**config.mk**
```make
export PLATFORM = sky130hd
export DESIGN_NAME = por_status_reporter
export DESIGN_NICKNAME = d
export VERILOG_FILES = /design/src/rtl/por_status_reporter.sv
export SDC_FILE = /design/constraint.sdc
export NUM_CORES = 1
export LEC_CHECK = 0
export BUFFER_PORTS_ARGS = -buffer_cell sky130_fd_sc_hd__buf_2
export CORE_MARGIN = 4
export CORE_UTILIZATION = 32
export DETAILED_ROUTE_END_ITERATION = 8
export MAX_ROUTING_LAYER = met4
export REMOVE_ABC_BUFFERS = 1
export SLEW_MARGIN = 40
export SYNTH_ARGS = -nofsm -noshare
export SYNTH_HDL_FRONTEND = slang
export SYNTH_SLANG_ARGS = --single-unit
```
**constraint.sdc**
```tcl
create_clock -name clock -period 3.6 [get_ports clock]
set_input_delay 1.08 -clock clock [delete_from_list [all_inputs] [get_ports clock]]
set_output_delay 1.08 -clock clock [all_outputs]
set_load 0.05 [all_outputs]
```
**src/rtl/por_status_reporter.sv**
```systemverilog
// Synchronizes/debounces two POR indications and reports power-up progress on status/checkbits.
// Optional serial state report on uart_tx when POR_STATUS_UART_EN is defined.
module por_status_reporter #(
  parameter int unsigned DEBOUNCE       = 16,
  parameter int unsigned TIMEOUT_CYCLES = 1000000,
  parameter int unsigned BAUD_DIV       = 4167
) (
  input  logic       clock,
  input  logic       resetb,
  input  logic       cfg_done,
  input  logic       por1_ok,
  input  logic       por2_ok,
  output logic [1:0] status,
  output logic [3:0] checkbits,
  output logic       status_oeb,
  output logic       uart_tx
);

  localparam int unsigned     DB_W    = 8;
  localparam logic [DB_W-1:0] DB_LAST = DB_W'(DEBOUNCE - 1);
  localparam int unsigned     TO_W    = (TIMEOUT_CYCLES > 1) ? $clog2(TIMEOUT_CYCLES) : 1;
  localparam logic [TO_W-1:0] TO_LAST = TO_W'((TIMEOUT_CYCLES == 0) ? 0 : TIMEOUT_CYCLES - 1);
  localparam logic            TO_EN   = 1'(TIMEOUT_CYCLES != 0);

  if (DEBOUNCE < 1 || DEBOUNCE > 255) begin : g_bad_debounce
    $error("por_status_reporter: DEBOUNCE must be 1..255");
  end
  if (BAUD_DIV < 1) begin : g_bad_baud
    $error("por_status_reporter: BAUD_DIV must be at least 1");
  end

  // State encoding doubles as the status code.
  typedef enum logic [1:0] {
    S_IDLE    = 2'b00,
    S_ARMED   = 2'b01,
    S_POR2_UP = 2'b11,
    S_FAULT   = 2'b10
  } state_t;

  state_t          state;
  state_t          state_nxt;
  logic [1:0]      por1_sync;
  logic [1:0]      por2_sync;
  logic [1:0]      sync_lvl;
  logic [1:0]      acc;
  logic [DB_W-1:0] db_cnt [2];
  logic [TO_W-1:0] dwell;
  logic            timeout_c;
  logic [1:0]      status_nxt;
  logic [3:0]      checkbits_nxt;
  logic            oeb_nxt;

  // Two-flop synchronizers for the asynchronous POR indications.
  always_ff @(posedge clock) begin
    if (!resetb) begin
      por1_sync <= '0;
      por2_sync <= '0;
    end else begin
      por1_sync <= {por1_sync[0], por1_ok};
      por2_sync <= {por2_sync[0], por2_ok};
    end
  end

  assign sync_lvl = {por2_sync[1], por1_sync[1]};

  // Debounce: index 0 is por1, index 1 is por2.
  always_ff @(posedge clock) begin
    if (!resetb) begin
      acc <= '0;
      for (int i = 0; i < 2; i++) db_cnt[i] <= '0;
    end else begin
      for (int i = 0; i < 2; i++) begin
        if (sync_lvl[i] == acc[i]) begin
          db_cnt[i] <= '0;
        end else if (db_cnt[i] == DB_LAST) begin
          acc[i]    <= ~acc[i];
          db_cnt[i] <= '0;
        end else begin
          db_cnt[i] <= db_cnt[i] + DB_W'(1);
        end
      end
    end
  end

  // Fires on the cycle whose edge would complete TIMEOUT_CYCLES of ARMED dwell.
  assign timeout_c = TO_EN && (dwell == TO_LAST);

  always_comb begin
    state_nxt     = state;
    status_nxt    = 2'b00;
    checkbits_nxt = 4'h0;
    oeb_nxt       = 1'b1;
    case (state)
      S_IDLE: begin
        if (cfg_done && acc[0]) state_nxt = S_ARMED;
      end
      S_ARMED: begin
        status_nxt    = 2'b01;
        checkbits_nxt = 4'h9;
        oeb_nxt       = 1'b0;
        if (!acc[0])        state_nxt = S_IDLE;
        else if (acc[1])    state_nxt = S_POR2_UP;
        else if (timeout_c) state_nxt = S_FAULT;
      end
      S_POR2_UP: begin
        status_nxt    = 2'b11;
        checkbits_nxt = 4'h5;
        oeb_nxt       = 1'b0;
        if (!acc[0])      state_nxt = S_IDLE;
        else if (!acc[1]) state_nxt = S_ARMED;
      end
      S_FAULT: begin
        status_nxt    = 2'b10;
        checkbits_nxt = 4'hA;
        oeb_nxt       = 1'b0;
        if (!acc[0]) state_nxt = S_IDLE;
      end
      default: state_nxt = S_IDLE;
    endcase
  end

  always_ff @(posedge clock) begin
    if (!resetb) state <= S_IDLE;
    else         state <= state_nxt;
  end

  // Dwell counter restarts on every ARMED entry; outputs lag the state register by one cycle.
  always_ff @(posedge clock) begin
    if (!resetb) begin
      dwell      <= '0;
      status     <= 2'b00;
      checkbits  <= 4'h0;
      status_oeb <= 1'b1;
    end else begin
      dwell      <= (state == S_ARMED && state_nxt == S_ARMED) ? dwell + TO_W'(1) : '0;
      status     <= status_nxt;
      checkbits  <= checkbits_nxt;
      status_oeb <= oeb_nxt;
    end
  end

`ifdef POR_STATUS_UART_EN
  localparam int unsigned     BD_W    = (BAUD_DIV > 1) ? $clog2(BAUD_DIV) : 1;
  localparam logic [BD_W-1:0] BD_LAST = BD_W'(BAUD_DIV - 1);

  logic [7:0]      entry_byte;
  logic            pend_vld;
  logic [7:0]      pend_byte;
  logic            busy;
  logic [8:0]      shift;
  logic [3:0]      bit_cnt;
  logic [BD_W-1:0] baud_cnt;
  logic            tx_q;

  always_comb begin
    entry_byte = 8'h49;
    case (state_nxt)
      S_IDLE:    entry_byte = 8'h49;
      S_ARMED:   entry_byte = 8'h41;
      S_POR2_UP: entry_byte = 8'h50;
      S_FAULT:   entry_byte = 8'h46;
      default:   entry_byte = 8'h49;
    endcase
  end

  // One-deep pending byte feeding an 8N1 transmitter; a newer entry replaces an unstarted byte.
  always_ff @(posedge clock) begin
    if (!resetb) begin
      pend_vld  <= 1'b0;
      pend_byte <= '0;
      busy      <= 1'b0;
      shift     <= '0;
      bit_cnt   <= '0;
      baud_cnt  <= '0;
      tx_q      <= 1'b1;
    end else begin
      if (state_nxt != state) begin
        pend_vld  <= 1'b1;
        pend_byte <= entry_byte;
      end else if (!busy && pend_vld) begin
        pend_vld <= 1'b0;
      end

      if (!busy) begin
        if (pend_vld) begin
          busy     <= 1'b1;
          tx_q     <= 1'b0;
          shift    <= {1'b1, pend_byte};
          bit_cnt  <= '0;
          baud_cnt <= '0;
        end
      end else if (baud_cnt == BD_LAST) begin
        baud_cnt <= '0;
        if (bit_cnt == 4'd9) begin
          busy <= 1'b0;
          tx_q <= 1'b1;
        end else begin
          tx_q    <= shift[0];
          shift   <= {1'b1, shift[8:1]};
          bit_cnt <= bit_cnt + 4'd1;
        end
      end else begin
        baud_cnt <= baud_cnt + BD_W'(1);
      end
    end
  end

  assign uart_tx = tx_q;
`else
  assign uart_tx = 1'b1;
`endif

endmodule

```
# Word level (Yosys, flattened, before mapping)
# Memories as Yosys holds them, arrays and structs flattened.
# Cells that the tools add are included.
# totals
register_bits	35
ramBits	16
inputBits	5
wordCells	79
mem_count	1
# op_classes
n_addsub	3
eq_ne	9
mux	40
bitwise	10
reduce_logical	7
# mem_list
name	depth	width	rd	rd_ports_with_merged_regs	wr	line_no	rtl
db_cnt	2	8	2	0	2	46	logic [DB_W-1:0] db_cnt [2];
# ops
operator	count
$mux 8	6
$mux 1	24
$add 20x1->20 const B	1
$eq 20x20->1 const B	1
$add 8x1->8 const B	2
$eq 8x4->1 const B	2
$mux 2	7
$pmux 4 s3	1
$pmux 2 s4	1
$or 1x1->1	6
$pmux 2 s3	1
$reduce_and 2->1	3
$eq 2x1->1 const B	2
$eq 2x2->1 const B	2
$not 1->1	4
$reduce_or 3->1	1
$eq 1x1->1	2
$logic_and 1x1->1	2
$logic_not 2->1	1

# Logic depth before layout (Yosys ltp)
# logic_depth
word_depth	8
depth_mapped	8

# Worst setup path after synthesis
# OpenSTA, ideal clock, no wires.
# synth_path
path_kind	input to register
from	input cfg_done
to	register dwell[2]
setup_ns	0.131
arrival_ns	1.925
setup_slack_ns	1.544
stages	6
cell_sequence	nand2_1 -> a31oi_1 -> or4_1 -> o211ai_2 -> buf_6 -> nor3_1
# synth_between
elab_chain_cells	6
# synth_lines
element	line_no	rtl
start, declared	10	input logic cfg_done,
$logic_and 1x1->1	95	if (cfg_done && acc[0]) state_nxt = S_ARMED;
$mux 2	95	
$pmux 2 s4	93	case (state)
$eq 2x1->1	135	dwell <= (state == S_ARMED && state_nxt == S_ARMED) ? dwell + TO_W'(1) : '0;
$logic_and 1x1->1	135	
$reduce_and 2->1 (no line)	n/a	
end signal, assigned	135	
end, declared	47	logic [TO_W-1:0] dwell;
# No other way between the ends.
# A chain may end at the register's enable or synchronous reset.

# Final worst setup path
# layout_path
from	register state[0]
to	register dwell[2]
# layout_between
elab_chain_cells	7
word_cells_on_any_way	15
classes_between	4 x eq/ne; 8 x mux; 3 x reduce/logical
# layout_lines
element	line_no	rtl
start, declared	40	state_t state;
start signal, assigned	124	else state <= state_nxt;
$mux 2	103	else if (timeout_c) state_nxt = S_FAULT;
$mux 2	102	else if (acc[1]) state_nxt = S_POR2_UP;
$mux 2	101	if (!acc[0]) state_nxt = S_IDLE;
$pmux 2 s4	93	
$eq 2x1->1	135	
$logic_and 1x1->1 (*)	135	
$reduce_and 2->1 (no line) (*)	n/a	
# Mark *: on every way between the ends. The rest lies on a longest branch, timed or not.

==> summary.md <==
| Metric | Value |
|---|---|
| Total Power | 947 µW |
| Reg2Reg Depth | 7 |
| Worst Setup Slack post-DPL | around 1.1 ns |
| R2R setup slack | ~1.4 ns |
| ANT nets after route | 0 |
| Pwr dens | between 300 and 400 nW/µm² |
| Vias/cell | approximately 4.6 |
| N_diodes | 0 |
| Worst Tran Pin Value | between 0.6 and 0.7 ns |
| Stages on worst setup path | 7 |
| Hold Path Sink | por1_sync[1]$_SDFF_PN0_ |
| GRT overflow | 0 |
| Setup TNS Final | 0 ns |
| Fillers | 700 |
| Pleak | approximately 0.00095 µW |
| Final wirelength | 3950 µm |
| Pin count of the biggest net entering global routing | 22 |
| Unique masters post-synth | 37 |
| Residual DRC | 0 |
| Clk sinks | 50 |
| Required @ worst endpoint | between 3 and 4 ns |
| RSZ-0062 raised after global routing | no |
| Max-cap violations | 0 |
| Vias in the first global route | 1620 |
| Root Buffer | clkbuf_8 |
| All-Layer GR Usage | 10.2% |
| Clock transition at path regs | about 0.090 ns |
| Floorplan die height | roughly 93 µm |
| Cts hold-fix bufs | 0 |
| DP Area | 2520 µm² |
| Routed len/inst | between 10 and 15 µm |
| GPL Wtd Cong | roughly 0.82 |
| Row count | 30 |
| Seq cells post-synth | 50 |
| Num CTS Buffers | 5 |
| RR Endpoint | dwell[2]$_SDFF_PN0_ |
| Worst hold stages | 1 |
| Starting Density | 33.6% |
| Tcrit/Tclk final | between 60% and 70% |
| Cells after Synth | approximately 240 |
| Crit end category | flop |
| Finished Core Util | 37.8% |
| Sequential fraction of the synthesis area | between 40% and 50% |
| Minimum clock period | 2.16 ns |
| WS Path Type | flop to flop |
| Synth warnings | 0 |
| Worst path cell trace | inv_1, ha_1, nor2b_1, a31oi_1, or4_1, o211ai_4, nor3_1 |
| Slew margin rel. | ~59% |
| CP Max Fanout | 20 |
| # IOs | 13 |
| Initial antenna violation count | 0 |
| CTS tree | built |
| Commonest cells after routing, fill and taps aside | dfxtp_1 (34), nand3_1 (23), nor3_1 (23), nor2_1 (23), xor2_1 (20) |
| Critical path's slowest cell | or4_1 |
| Via count | roughly 1700 |
| Commonest non-fill, non-tap cell in the layout | dfxtp_1 |
| Clk_skew | 0.00896 ns |
| # resized after CTS | 0 |
| Worst Hold Class | flop to flop |
| Post-DP HPWL | ~2800 µm |
| Setup ws final | roughly 1.4 ns |
| Port buffer count | 11 |
| Launching point of the worst reg2reg path | state[0]$_SDFF_PN0_ |
| Fin area | approximately 2600 µm² |
| Share of cells above drive strength 1 | under 10% |
| H-tree depth | 2 |
| Post-CTS Repair Setup Buffers | 0 |
| Global-route wire length before repair | roughly 7000 µm |
| Final setup vio count | 0 |
| Cell area after synthesis | between 2000 and 2500 µm² |
| Peak VDD IR | 0.115 mV |
| Critical Path AT | between 2 and 2.5 ns |
| Crit path max-delay family | simple AND/OR/NAND/NOR gates |
| Syn avg cell area | roughly 9.8 µm² |
| Run status | finished clean |
| Max Slew Vio Count | 0 |
| Pre-antenna DRT Iters | 4 |
| FF/Latch Area | about 1200 µm² |
| Die ar. | a little under 9000 µm² |
| Iteration-0 DRC count of the detailed router | 71 |
| Worst skew pair latency | roughly 0.3 ns |
| Hold_sp | por1_sync[0]$_SDFF_PN0_ |
| Startpoint Class | flop |
| Fin. Hold Viols | 0 |
| Synth-to-Final Area Change | 12.4% |
| Fmax | about 0.46 GHz |
| Die width | between 90 and 100 µm |
| Area used by multi-input combinational logic | around 1200 µm² |
| Maximum root-to-sink buffer count | 2 |
| Core Box Area | ~6900 µm² |
| Final nets | between 200 and 300 |
| Crit-path max cell delay | ~0.47 ns |
| CP bufs+invs | 1 |
[cell type report]
type,instances,area share [%]
Timing Repair Buffer,12,2.38
Multi-Input combinational cell,188,44.2
Clock buffer,5,2.62
Inverter,8,1.14
Clock inverter,3,0.811
Tap cell,96,4.58
Sequential cell,50,44.3
[worst register-to-register path, cell delays in order, from the launching register on]
cell and delay, ns:
dfxtp_1 0.42, inv_1 0.11, ha_1 0.30, nor2b_1 0.24, a31oi_1 0.08, or4_1 0.47
o211ai_4 0.27, nor3_1 0.15
[through the flow]
stage	hold slack, ns	std cells
2_1_floorplan	0.412	246
3_3_place_gp	0.419	354
3_5_place_dp	0.420	354
4_1_cts	0.431	362
5_1_grt	0.449	362
6_report	0.431	362
[cells in the mapped netlist (all sizes together)]
cell type | count | area share, %
dfxtp | 34 | 29
nand3 | 23 | 4.9
nor2 | 23 | 3.7
nor3 | 23 | 4.9
xor2 | 20 | 7.5
edfxtp | 16 | 21
xnor2 | 12 | 4.5
and3 | 10 | 2.7
nand2 | 10 | 1.6
and2 | 8 | 2.1
inv | 8 | 1.3
ha | 7 | 3.8
buf | 6 | 2.0
nand4 | 6 | 1.6
nor4 | 6 | 1.6
clkbuf | 3 | 0.48
o21ai | 3 | 0.64
a21oi | 2 | 0.43
mux2i | 2 | 0.86
nor2b | 2 | 0.54
o211ai | 2 | 0.86
or4 | 2 | 0.64
a211o | 1 | 0.38
a21boi | 1 | 0.32
a22o | 1 | 0.38
a31oi | 1 | 0.27
conb | 1 | 0.16
nand2b | 1 | 0.27
nand4b | 1 | 0.38
o21a | 1 | 0.32
o311ai | 1 | 0.38
o31ai | 1 | 0.32
or2 | 1 | 0.27
[state kept, by name, summed over array words and instances, names as in the netlist]
register,cells
state,2
dwell,20
por1_sync,2
checkbits,3
status,2
por2_sync,2
status_oeb,1
acc,2
db_cnt,16
[how the worst max path moves through the flow]
stage                                    from              endpoint  slack, ns
after floorplan                      cfg_done  dwell[10]$_SDFF_PN0_       0.79
after global placement               cfg_done   dwell[8]$_SDFF_PN0_       1.19
after detailed placement             cfg_done   dwell[2]$_SDFF_PN0_       1.14
after CTS                 state[0]$_SDFF_PN0_   dwell[2]$_SDFF_PN0_       1.40
after global routing      state[0]$_SDFF_PN0_   dwell[5]$_SDFF_PN0_       1.27
final                     state[0]$_SDFF_PN0_   dwell[2]$_SDFF_PN0_       1.44
[layer usage]
metal / up-vias / global-route usage [%] / part of all wire, %
met5: - / - / 0
met4: 0 / 4.15 / 1.3
met3: 9 / 3.22 / 4.0
met2: 30 / 16.1 / 45
met1: 771 / 12.0 / 49
li1: 871 / - / -
[logic make-up after synthesis]
family | after synthesis | share of synthesized area (%)
simple gates | 116 | 25.4
flops | 50 | 49.8
xor+xnor | 32 | 12.0
buf+inv | 17 | 3.81
compound gates | 14 | 4.29
fa+ha+maj | 7 | 3.75
mux | 2 | 0.858
other cells | 1 | 0.161
[power breakdown]
part           internal (µW)  total [µW]  switching [µW]
Sequential               591         598            7.79
Combinational           9.53        24.5            14.9
Clock                    137         324             188
Total                    737         947             210
Note: power is estimated with default switching activity, not from simulation.
